`config.mk`:
```
export PLATFORM = sky130hd
export DESIGN_NAME = pipe_stall_ctrl
export DESIGN_NICKNAME = d
export VERILOG_FILES = /design/src/rtl/pipe_stall_ctrl.sv
export SDC_FILE = /design/constraint.sdc
export NUM_CORES = 1
export LEC_CHECK = 0
export CAP_MARGIN = 15
export CORE_ASPECT_RATIO = 0.6
export CORE_MARGIN = 2
export CORE_UTILIZATION = 50
export DETAILED_ROUTE_END_ITERATION = 10
export PLACE_DENSITY = 0.79
export SLEW_MARGIN = 10
export SYNTH_ARGS = -nofsm -noshare
export SYNTH_HDL_FRONTEND = slang
export SYNTH_SLANG_ARGS = --single-unit
```
`constraint.sdc`:
```
create_clock -name clk -period 2.45 [get_ports clk]
set_input_delay 0.6125 -clock clk [delete_from_list [all_inputs] [get_ports clk]]
set_output_delay 0.6125 -clock clk [all_outputs]
set_load 0.02 [all_outputs]
```
`src/rtl/pipe_stall_ctrl.sv`:
```
// Pipeline stall/flush controller: decode hazard stalls, multi-cycle EX sequencing
// with a down-counter, and a saturating stall-cycle performance counter.
module pipe_stall_ctrl #(
  parameter int CYC_W  = 6,
  parameter int PERF_W = 32
) (
  input  logic              clk,
  input  logic              rst,
  input  logic              id_stallreq_i,
  input  logic              ex_start_i,
  input  logic [CYC_W-1:0]  ex_cycles_i,
  input  logic              flush_req_i,
  output logic [5:0]        stall_o,
  output logic              flush_o,
  output logic              mc_done_o,
  output logic              mc_abort_o,
  output logic              busy_o,
  output logic [PERF_W-1:0] stall_cnt_o
);

  typedef enum logic {
    IDLE    = 1'b0,
    MC_BUSY = 1'b1
  } state_t;

  localparam logic [5:0] STALL_ID = 6'b000111;
  localparam logic [5:0] STALL_EX = 6'b001111;

  state_t              state_r, state_nx;
  logic [CYC_W-1:0]    cnt_r, cnt_nx;
  logic [PERF_W-1:0]   perf_r;
  logic [5:0]          stall_s;
  logic                flush_s, done_s, abort_s;

  // State, busy counter and saturating perf counter
  always_ff @(posedge clk) begin
    if (rst) begin
      state_r <= IDLE;
      cnt_r   <= {CYC_W{1'b0}};
      perf_r  <= {PERF_W{1'b0}};
    end else begin
      state_r <= state_nx;
      cnt_r   <= cnt_nx;
      if ((stall_s != 6'b000000) && (perf_r != {PERF_W{1'b1}})) begin
        perf_r <= perf_r + {{(PERF_W-1){1'b0}}, 1'b1};
      end else begin
        perf_r <= perf_r;
      end
    end
  end

  // Next-state and Mealy outputs; flush outranks everything, reset forces all quiet
  always_comb begin
    state_nx = state_r;
    cnt_nx   = cnt_r;
    stall_s  = 6'b000000;
    flush_s  = 1'b0;
    done_s   = 1'b0;
    abort_s  = 1'b0;
    if (rst) begin
      state_nx = IDLE;
      cnt_nx   = {CYC_W{1'b0}};
    end else if (flush_req_i) begin
      flush_s  = 1'b1;
      abort_s  = (state_r == MC_BUSY);
      state_nx = IDLE;
      cnt_nx   = {CYC_W{1'b0}};
    end else begin
      case (state_r)
        IDLE: begin
          // Lengths 0 and 1 complete in the start cycle, so they never stall
          if (ex_start_i && (ex_cycles_i >= CYC_W'(2))) begin
            stall_s  = STALL_EX;
            cnt_nx   = ex_cycles_i - CYC_W'(2);
            state_nx = MC_BUSY;
          end else if (id_stallreq_i) begin
            stall_s = STALL_ID;
          end else begin
            stall_s = 6'b000000;
          end
        end
        MC_BUSY: begin
          if (cnt_r != {CYC_W{1'b0}}) begin
            stall_s = STALL_EX;
            cnt_nx  = cnt_r - CYC_W'(1);
          end else begin
            done_s   = 1'b1;
            state_nx = IDLE;
          end
        end
        default: begin
          state_nx = IDLE;
          cnt_nx   = {CYC_W{1'b0}};
        end
      endcase
    end
  end

  assign stall_o     = stall_s;
  assign flush_o     = flush_s;
  assign mc_done_o   = done_s;
  assign mc_abort_o  = abort_s;
  assign busy_o      = !rst && (state_r == MC_BUSY);
  assign stall_cnt_o = rst ? {PERF_W{1'b0}} : perf_r;

endmodule

```
==> impl_metrics.yaml, run 1 <==
job:
  drv_cap: 0
global_routing:
  grtUsageTotal_pct: 24.2
  grt-ovfl-total: 0
  grt_antenna_before_repair: 0
  grt_pass1_vias: 2298
  grt_pass1_wl_um: 10600
  grt_max_degree: 40
placed_design:
  hpwl_um: 4560
  io_buffers: 50
  pre_cts_ws_ns: -0.709
  gp_congestion: 0.798
logic_synthesis:
  yosys.cell_count.top_type: "dfxtp_1"
  yosysTopAreaCell: "dfxtp_1"
  async_flop_share_pct: 0
  synth-xor-area-share_pct: 0.709
  synth_top_cell_area_share_pct: 31.6
  synth_adder_area_share_pct: 1.52
  dominantRegCellSynth: "dfxtp_1"
  netlist_top_cells_count: "dfxtp_1, nor2_1, nor2b_1"
  synth_top_family_by_area: "simple AND/OR/NAND/NOR gates"
  synth.area.mux_share_pct: 9.11
  yosys-top-cells-area: "dfxtp_1, nor2b_1, mux2_2, nor2_1, nand2_1"
  yosysSeqAreaShare_pct: 31.6
  netlist_area_um2: 2470
  synth_warnings: 0
  synth_compound_area_share_pct: 12.3
  syn_avg_cell_area_um2: 7.92
  yosys.area_share.simple_pct: 37.2
  syn_inst: 312
  synth-seq-cells: 39
  yosysUniqueCellTypes: 49
  synth-edff-count: 0
die:
  dieHeight_um: 58.5
  boundaryPins: 53
  num_rows: 19
  die_x_um: 94.8
  dieArea_um2: 5540
  core_area_um2: 4660
  start_util_pct: 53.1
run_status:
  run_status: "finished clean"
setup_path:
  crit_buf_inv: 2
  worstPathArrival_ns: 1.82
  r2r_end: "cnt_r[1]"
  crit_path_end_kind: "output port"
  regToRegStartpoint: "cnt_r[0]"
  path_max_fanout: 2
  worstPathCellList: "buf_6, or4_4, o21a_1, o21ai_2, nor2_1, buf_4"
  rr_worst_depth: 15
  startpoint_type: "input port"
  slowest_delay_ns: 0.53
  required_ns: 1.84
  ff2ff_setup_slack_ns: 0.07
  worstSetupPathType: "in2out"
  cp_top_family: "simple AND/OR/NAND/NOR gates"
  cp_slowest_cell: "or4_4"
power_and_ir_drop:
  p_per_area_nw_per_um2: 403
  power.leakage_nw: 1.37
  vdd_drop_max_mv: 0.286
timing:
  drv_slew: 0
  finalSetupViolCount: 0
  layout_setup_ws_ns: 0.0202
  finClkSkew_ns: 0.00428
  hold_viol_final: 0
  rsz0062_at_grt: "true"
  timing.final.crit_share_pct: 99.2
  clock.fmax_mhz: 412
  finalCriticalPeriod_ns: 2.43
  timing.hold.ws_ns: 0.508
  fin_tns_setup_ns: 0
cells_and_area:
  layout-drive-gt1-share_pct: 23.9
  area_growth_pct: 37.3
  fillers: 366
  antenna_cells: 0
  fin_nets: 398
detailed_routing:
  firstDrtPassIters: 4
  drt_iter0_markers: 128
  vias: 2563
  via_per_inst: 5.72
  routedWlPerCell_um: 14.9
  postRouteAntennaNets: 0
  drt_wl_total_um: 6680
  drc_errors: 0
clocking:
  cts_buffer_depth: 2
  cts_tree: "yes"
  cts_buffers: 5
  worstSkewPairLatency_ns: 0.30
  clkTransAtPathRegs_ns: 0.08
  cts_root_buffer: "clkbuf_8"
  htreeDepth: 2
  clock_sinks: 39
hold_path:
  min_from: "cnt_r[5]"
  whs_endpoint: "cnt_r[5]"
  hp-class: "reg2reg"
  min_path_cells: 2
cell usage in the layout, fill, tap and decap left out, types with 4 or more instances in the layout:
cell / n
nand2_1: 20
nand4_1: 11
buf_4: 37
o41ai_1: 4
nand3_1: 10
buf_2: 6
nor3_1: 15
o31ai_1: 8
dlymetal6s2s_1: 6
clkdlybuf4s50_1: 32
inv_1: 13
mux2_2: 16
or3_1: 4
nor2b_1: 29
a21oi_1: 8
mux2_1: 4
o21ai_0: 10
nor2_1: 38
or4_1: 4
nor4_1: 7
dfxtp_1: 39
clkbuf_8: 7
a21oi_2: 4
state kept, by name, indices dropped and copies added (netlist names):
| signal | flops |
|---|---|
| state_r | 1 |
| perf_r | 32 |
| cnt_r | 6 |
where the power goes:
part           total, mW  internal [mW]  switching [mW]
Combinational      0.215         0.0982           0.117
Sequential         0.650          0.642         0.00831
Clock              0.502          0.256           0.245
through the flow:
step           instances  power, mW  cell area [µm²]  util, %
2_1_floorplan        313      0.765             2480        -
3_3_place_gp         432      0.840             3180     68.3
3_5_place_dp         432      0.845             3180     68.3
4_1_cts              447       1.35             3320     71.2
5_1_grt              448       1.42             3400     72.9
6_report             448       1.37             3400     72.9
layout make-up:
class	count	area, µm²	share of cell area [%]
repair buffers	88	802	23.6
flip-flops and latches	39	781	23.0
clock buffers	7	96.3	2.84
multi-input cells	236	1580	46.5
well taps	63	78.8	2.32
clock inverters	1	7.51	0.221
inverters	14	52.6	1.55
cells by family (layout without fill, tap and decap cells):
family,Yosys count,count (layout)
compound gates,48,48
xor+xnor,2,2
fa+ha+maj,3,3
buf+inv,38,110
flops,39,39
mux,20,20
other cells,1,2
simple gates,161,161
tightest hold or removal path: cells and delay by family, from the launching register on:
family          cells  cell delay [ns]
compound gates      1             0.06
flops               1             0.35
simple gates        1             0.06
worst max-delay path by stage:
| stage | startpoint | endpoint | cells after the start |
|---|---|---|---|
| after floorplan | rst | stall_o[1] | 5 |
| after global placement | ex_cycles_i[4] | stall_o[3] | 6 |
| after detailed placement | ex_cycles_i[4] | stall_o[3] | 6 |
| after CTS | ex_cycles_i[1] | stall_o[3] | 6 |
| after global routing | cnt_r[0] | stall_o[1] | 7 |
| final | ex_cycles_i[1] | stall_o[3] | 6 |
metal layers:
metal / up-vias / wire length, µm / track usage (%)
met2: 99 / 2920 / 36.4
met4: 0 / 69 / 7.25
met1: 1200 / 3230 / 35.0
met3: 10 / 454 / 5.25
met5: - / 0 / 0
li1: 1254 / - / -
what timing repair did:
action / 4_1_cts / 5_1_grt
buffers inserted: 7 / 1
pin swaps: 5 / 3
hold endpoints to repair: 0 / 0
hold buffers: 0 / 0
resized for setup: 42 / 21
endpoints found under the setup margin: 7 / 16
(Power assumes the default switching activity.)
==> run 2: changes to the inputs <==
--- a/config.mk
+++ b/config.mk
@@ -10,6 +10,7 @@
 export CORE_MARGIN = 2
 export CORE_UTILIZATION = 50
 export DETAILED_ROUTE_END_ITERATION = 10
+export GPL_TIMING_DRIVEN = 0
 export PLACE_DENSITY = 0.79
 export SLEW_MARGIN = 10
 export SYNTH_ARGS = -nofsm -noshare
==> impl_metrics.yaml, run 2 (synthesis gave the netlist of run 1 again) <==
run_status:
  run_status: "finished, violations left"
  violations: "setup timing"
timing:
  timing.hold.ws_ns: 0.489
  finClkSkew_ns: 0.00782
  finalCriticalPeriod_ns: 2.49
  clock.fmax_mhz: 402
  timing.final.crit_share_pct: 101
  fin_tns_setup_ns: -0.0353
  layout_setup_ws_ns: -0.0353
  hold_viol_final: 0
  rsz0062_at_grt: "true"
  drv_slew: 0
  finalSetupViolCount: 1
clocking:
  clkTransAtPathRegs_ns: 0.07
  cts_buffer_depth: 2
  cts_buffers: 5
  clock_sinks: 39
  worstSkewPairLatency_ns: 0.30
  htreeDepth: 2
  cts_tree: "yes"
  ctsHoldBuffers: 0
  cts_root_buffer: "clkbuf_8"
cells_and_area:
  final_cell_mix: "dfxtp_1, nor2_1, nor2b_1"
  fillers: 366
  largest_register_ffs: 32
  ff_latch_area_um2: 783
  fin_nets: 393
  layout_commonest_cell: "dfxtp_1"
  top_regs: "perf_r (32), cnt_r (6), state_r (1)"
  multi_input_area_um2: 1640
  regMostFlops: "perf_r"
  antenna_cells: 0
  area_growth_pct: 37.9
  layout-drive-gt1-share_pct: 25.3
power_and_ir_drop:
  vdd_drop_max_mv: 0.298
  power.leakage_nw: 1.56
  p_per_area_nw_per_um2: 439
global_routing:
  grt_pass1_wl_um: 11700
  grtUsageTotal_pct: 27.3
  grt_antenna_before_repair: 0
  grt-ovfl-total: 0
  grt_max_degree: 13
  grt_pass1_vias: 2358
die:
  dieArea_um2: 5540
  dieHeight_um: 58.5
  num_rows: 19
  start_util_pct: 53.1
  boundaryPins: 53
  die_x_um: 94.8
  core_area_um2: 4660
setup_path:
  worstPathArrival_ns: 1.87
  path_max_fanout: 4
  worstSetupPathType: "in2out"
  startpoint_type: "input port"
  ff2ff_setup_slack_ns: 0.13
  required_ns: 1.84
  crit_path_end_kind: "output port"
detailed_routing:
  drc_errors: 0
  drt_iter0_markers: 176
  drt_wl_total_um: 7410
  vias: 2586
  firstDrtPassIters: 5
  via_per_inst: 5.84
  routedWlPerCell_um: 16.7
  postRouteAntennaNets: 0
placed_design:
  hpwl_um: 4890
  io_buffers: 49
  gp_congestion: 0.881
job:
  drv_cap: 0
hold_path:
  hp-class: "reg2reg"
run 2: changes by cell type in the layout (fill, tap and decap cells not counted), sizes merged:
cell,delta
clkinvlp,-1
buf,-12
dlygate4sd2,+22
clkbuf,+7
bufinv,+2
dlymetal6s2s,+5
clkdlybuf4s50,-27
clkdlybuf4s15,-1
run 2: area by class of cell:
| cell class | instances | share of cell area (%) |
|---|---|---|
| timing repair buffer | 61 | 16.9 |
| multi-input combinational | 236 | 48.0 |
| tap | 63 | 2.31 |
| clock buffer | 6 | 2.13 |
| clock inverter | 2 | 1.76 |
| buffer | 22 | 4.33 |
| inverter | 14 | 1.61 |
| sequential | 39 | 23.0 |
run 2: worst paths after layout:
kind | start | endpoint | cells past startpoint
worst max register to register | cnt_r[1] | perf_r[20] | 11
worst max-delay path | ex_cycles_i[2] | stall_o[3] | 6
worst min-delay path | cnt_r[0] | cnt_r[0] | 2
worst min register to register | cnt_r[0] | cnt_r[0] | 2
run 2: timing repair:
action,4_1_cts,5_1_grt
pin swaps,8,5
resized for setup,95,28
setup buffers,9,3
endpoints found under the setup margin,51,37
run 2: report_power, final:
part	switching [mW]	leakage (nW)	internal, mW
clock	0.233	0.0654	0.407
combinational	0.115	1.18	0.0897
sequential	0.00983	0.316	0.643
run 2: per-layer routing:
layer,track usage (%),wire length (µm)
met4,7.25,86
met2,40.7,3260
met3,5.38,664
met1,40.5,3390
met5,0,0
run 2: metrics by stage:
stage / power (mW) / std cells / setup slack (ns) / area (µm²) / util, %
2_1_floorplan: 0.765 / 313 / 0.0293 / 2480 / -
4_1_cts: 1.48 / 441 / -0.0428 / 3290 / 70.6
3_3_place_gp: 0.822 / 425 / -1.10 / 3050 / 65.4
5_1_grt: 1.55 / 443 / -0.0698 / 3410 / 73.2
3_5_place_dp: 0.825 / 425 / -1.10 / 3050 / 65.4
6_report: 1.50 / 443 / -0.0353 / 3410 / 73.2
run 2: critical path, cell delays in order:
cell	delay, ns
buf_6	0.10
or4_4	0.53
o21a_4	0.24
o21ai_4	0.17
nor2_1	0.05
buf_4	0.16
==> run 3: changes to the inputs <==
--- a/config.mk
+++ b/config.mk
@@ -8,10 +8,9 @@
 export CAP_MARGIN = 15
 export CORE_ASPECT_RATIO = 0.6
 export CORE_MARGIN = 2
-export CORE_UTILIZATION = 50
+export CORE_UTILIZATION = 25
 export DETAILED_ROUTE_END_ITERATION = 10
 export GPL_TIMING_DRIVEN = 0
-export PLACE_DENSITY = 0.79
 export SLEW_MARGIN = 10
 export SYNTH_ARGS = -nofsm -noshare
 export SYNTH_HDL_FRONTEND = slang
==> constraint.sdc (replaced) <==
create_clock -name clk -period 2.4 [get_ports clk]
set_input_delay 0.6 -clock clk [delete_from_list [all_inputs] [get_ports clk]]
set_output_delay 0.6 -clock clk [all_outputs]
set_load 0.02 [all_outputs]
==> impl_metrics.yaml, run 3 (synthesis gave the netlist of run 1 again) <==
setup_path:
  cp_slowest_cell: "or4_4"
  slowest_delay_ns: 0.54
  required_ns: 1.80
  startpoint_type: "input port"
  path_max_fanout: 2
  crit_path_end_kind: "output port"
  worstPathCellList: "buf_8, or4_4, o21a_4, o21ai_4, nor2_1, buf_4"
  worstPathArrival_ns: 1.83
  cp_top_family: "simple AND/OR/NAND/NOR gates"
  crit_buf_inv: 2
  worstSetupPathType: "in2out"
global_routing:
  grtUsageTotal_pct: 14.2
  grt_max_degree: 12
  grt_pass1_wl_um: 12000
  grt_antenna_before_repair: 0
  grt-ovfl-total: 0
  grt_pass1_vias: 2382
clocking:
  htreeDepth: 2
  clkTransAtPathRegs_ns: 0.06
  clock_sinks: 39
  cts_root_buffer: "clkbuf_16"
  cts_buffer_depth: 2
  ctsHoldBuffers: 0
  cts_tree: "yes"
  cts_buffers: 5
  worstSkewPairLatency_ns: 0.28
detailed_routing:
  drt_iter0_markers: 191
  firstDrtPassIters: 4
  routedWlPerCell_um: 14.5
  drc_errors: 0
  via_per_inst: 4.82
  drt_wl_total_um: 7450
  postRouteAntennaNets: 0
  vias: 2479
cells_and_area:
  largest_register_ffs: 32
  antenna_cells: 0
  fin_nets: 393
  area_growth_pct: 38.9
  layout-drive-gt1-share_pct: 23.7
  regMostFlops: "perf_r"
  fillers: 1042
  instances_no_fill: 514
  top_regs: "perf_r (32), cnt_r (6), state_r (1)"
  final_cell_mix: "nor2_1, dfxtp_1, dlygate4sd2_1"
run_status:
  run_status: "finished, violations left"
  violations: "setup timing"
die:
  start_util_pct: 25.4
  dieArea_um2: 10700
  num_rows: 28
  core_area_um2: 9740
  die_x_um: 132
  dieHeight_um: 81.0
  boundaryPins: 53
power_and_ir_drop:
  p_per_area_nw_per_um2: 447
  power.internal_mw: 1.15
  p_clk_share_pct: 43.6
  sequentialPowerShare_pct: 43.4
  vdd_drop_max_mv: 0.265
  swShare_pct: 25.1
  p_switching_mw: 0.385
  power_frac_comb_pct: 13.1
  power.leakage_nw: 1.43
timing:
  finalCriticalPeriod_ns: 2.43
  timing.final.crit_share_pct: 101
  layout_setup_ws_ns: -0.0276
  drv_slew: 0
  finalSetupViolCount: 1
  clock.fmax_mhz: 412
  rsz0062_at_grt: "true"
  hold_viol_final: 0
  finClkSkew_ns: 0.00648
  timing.hold.ws_ns: 0.484
placed_design:
  gp_congestion: 0.862
  hpwl_um: 5500
  io_buffers: 49
  pre_cts_ws_ns: -1.20
  dp_cells: 497
job:
  drv_cap: 0
hold_path:
  hp-class: "reg2reg"
==> run 3: layout make-up <==
type	instances	area, µm²	share of cell area [%]
Clock inverter	1	5.00	0.146
Clock buffer	6	139	4.05
Tap cell	135	169	4.92
Sequential cell	39	783	22.8
Timing Repair Buffer	60	522	15.2
Buffer	23	151	4.41
Inverter	14	55.1	1.60
Multi-Input combinational cell	236	1610	46.9
==> run 3: worst paths after layout <==
| path | from | end | slack (ns) | depth (start not counted) |
|---|---|---|---|---|
| setup / recovery | ex_cycles_i[2] | stall_o[3] | -0.03 | 6 |
| hold / removal | cnt_r[0] | cnt_r[0] | 0.48 | 2 |
| setup reg to reg | perf_r[24] | perf_r[22] | 0.15 | 6 |
| hold reg to reg | cnt_r[0] | cnt_r[0] | 0.48 | 2 |
==> run 3: through the flow <==
| stage | TNS [ns] | power [mW] | area (µm²) | utilization (%) |
|---|---|---|---|---|
| 2_1_floorplan | 0 | 0.781 | 2480 | - |
| 3_3_place_gp | -30.84 | 0.844 | 3140 | 32.2 |
| 3_5_place_dp | -32.57 | 0.847 | 3140 | 32.2 |
| 4_1_cts | -0.164 | 1.54 | 3360 | 34.5 |
| 5_1_grt | -0.130 | 1.60 | 3430 | 35.3 |
| 6_report | -0.0276 | 1.53 | 3430 | 35.3 |
==> run 3: routing by layer <==
metal	vias to the layer above	part of all wire, %	track usage (%)
met3	4	5.9	3.93
met2	61	41	21.0
li1	1242	-	-
met5	-	0	0
met1	1172	52	20.5
met4	0	0.70	2.90
==> run 3: what timing repair did <==
action	in CTS	in global routing
endpoints found under the setup margin	59	32
pin swaps	9	7
setup buffers	8	3
gates resized for setup	105	15
==> run 3: power by group through the flow <==
stage          clock (mW)  sequential [mW]  combinational [mW]
6_report            0.668            0.665               0.200
5_1_grt             0.718            0.666               0.219
4_1_cts             0.687            0.665               0.191
3_5_place_dp            0            0.679               0.169
3_3_place_gp            0            0.679               0.166
2_1_floorplan           0            0.676               0.105
==> run 3: worst min-delay path, cell delays in order, from the launching register on <==
cell	delay, ns
dfxtp_2	0.32
inv_2	0.06
a21oi_1	0.06
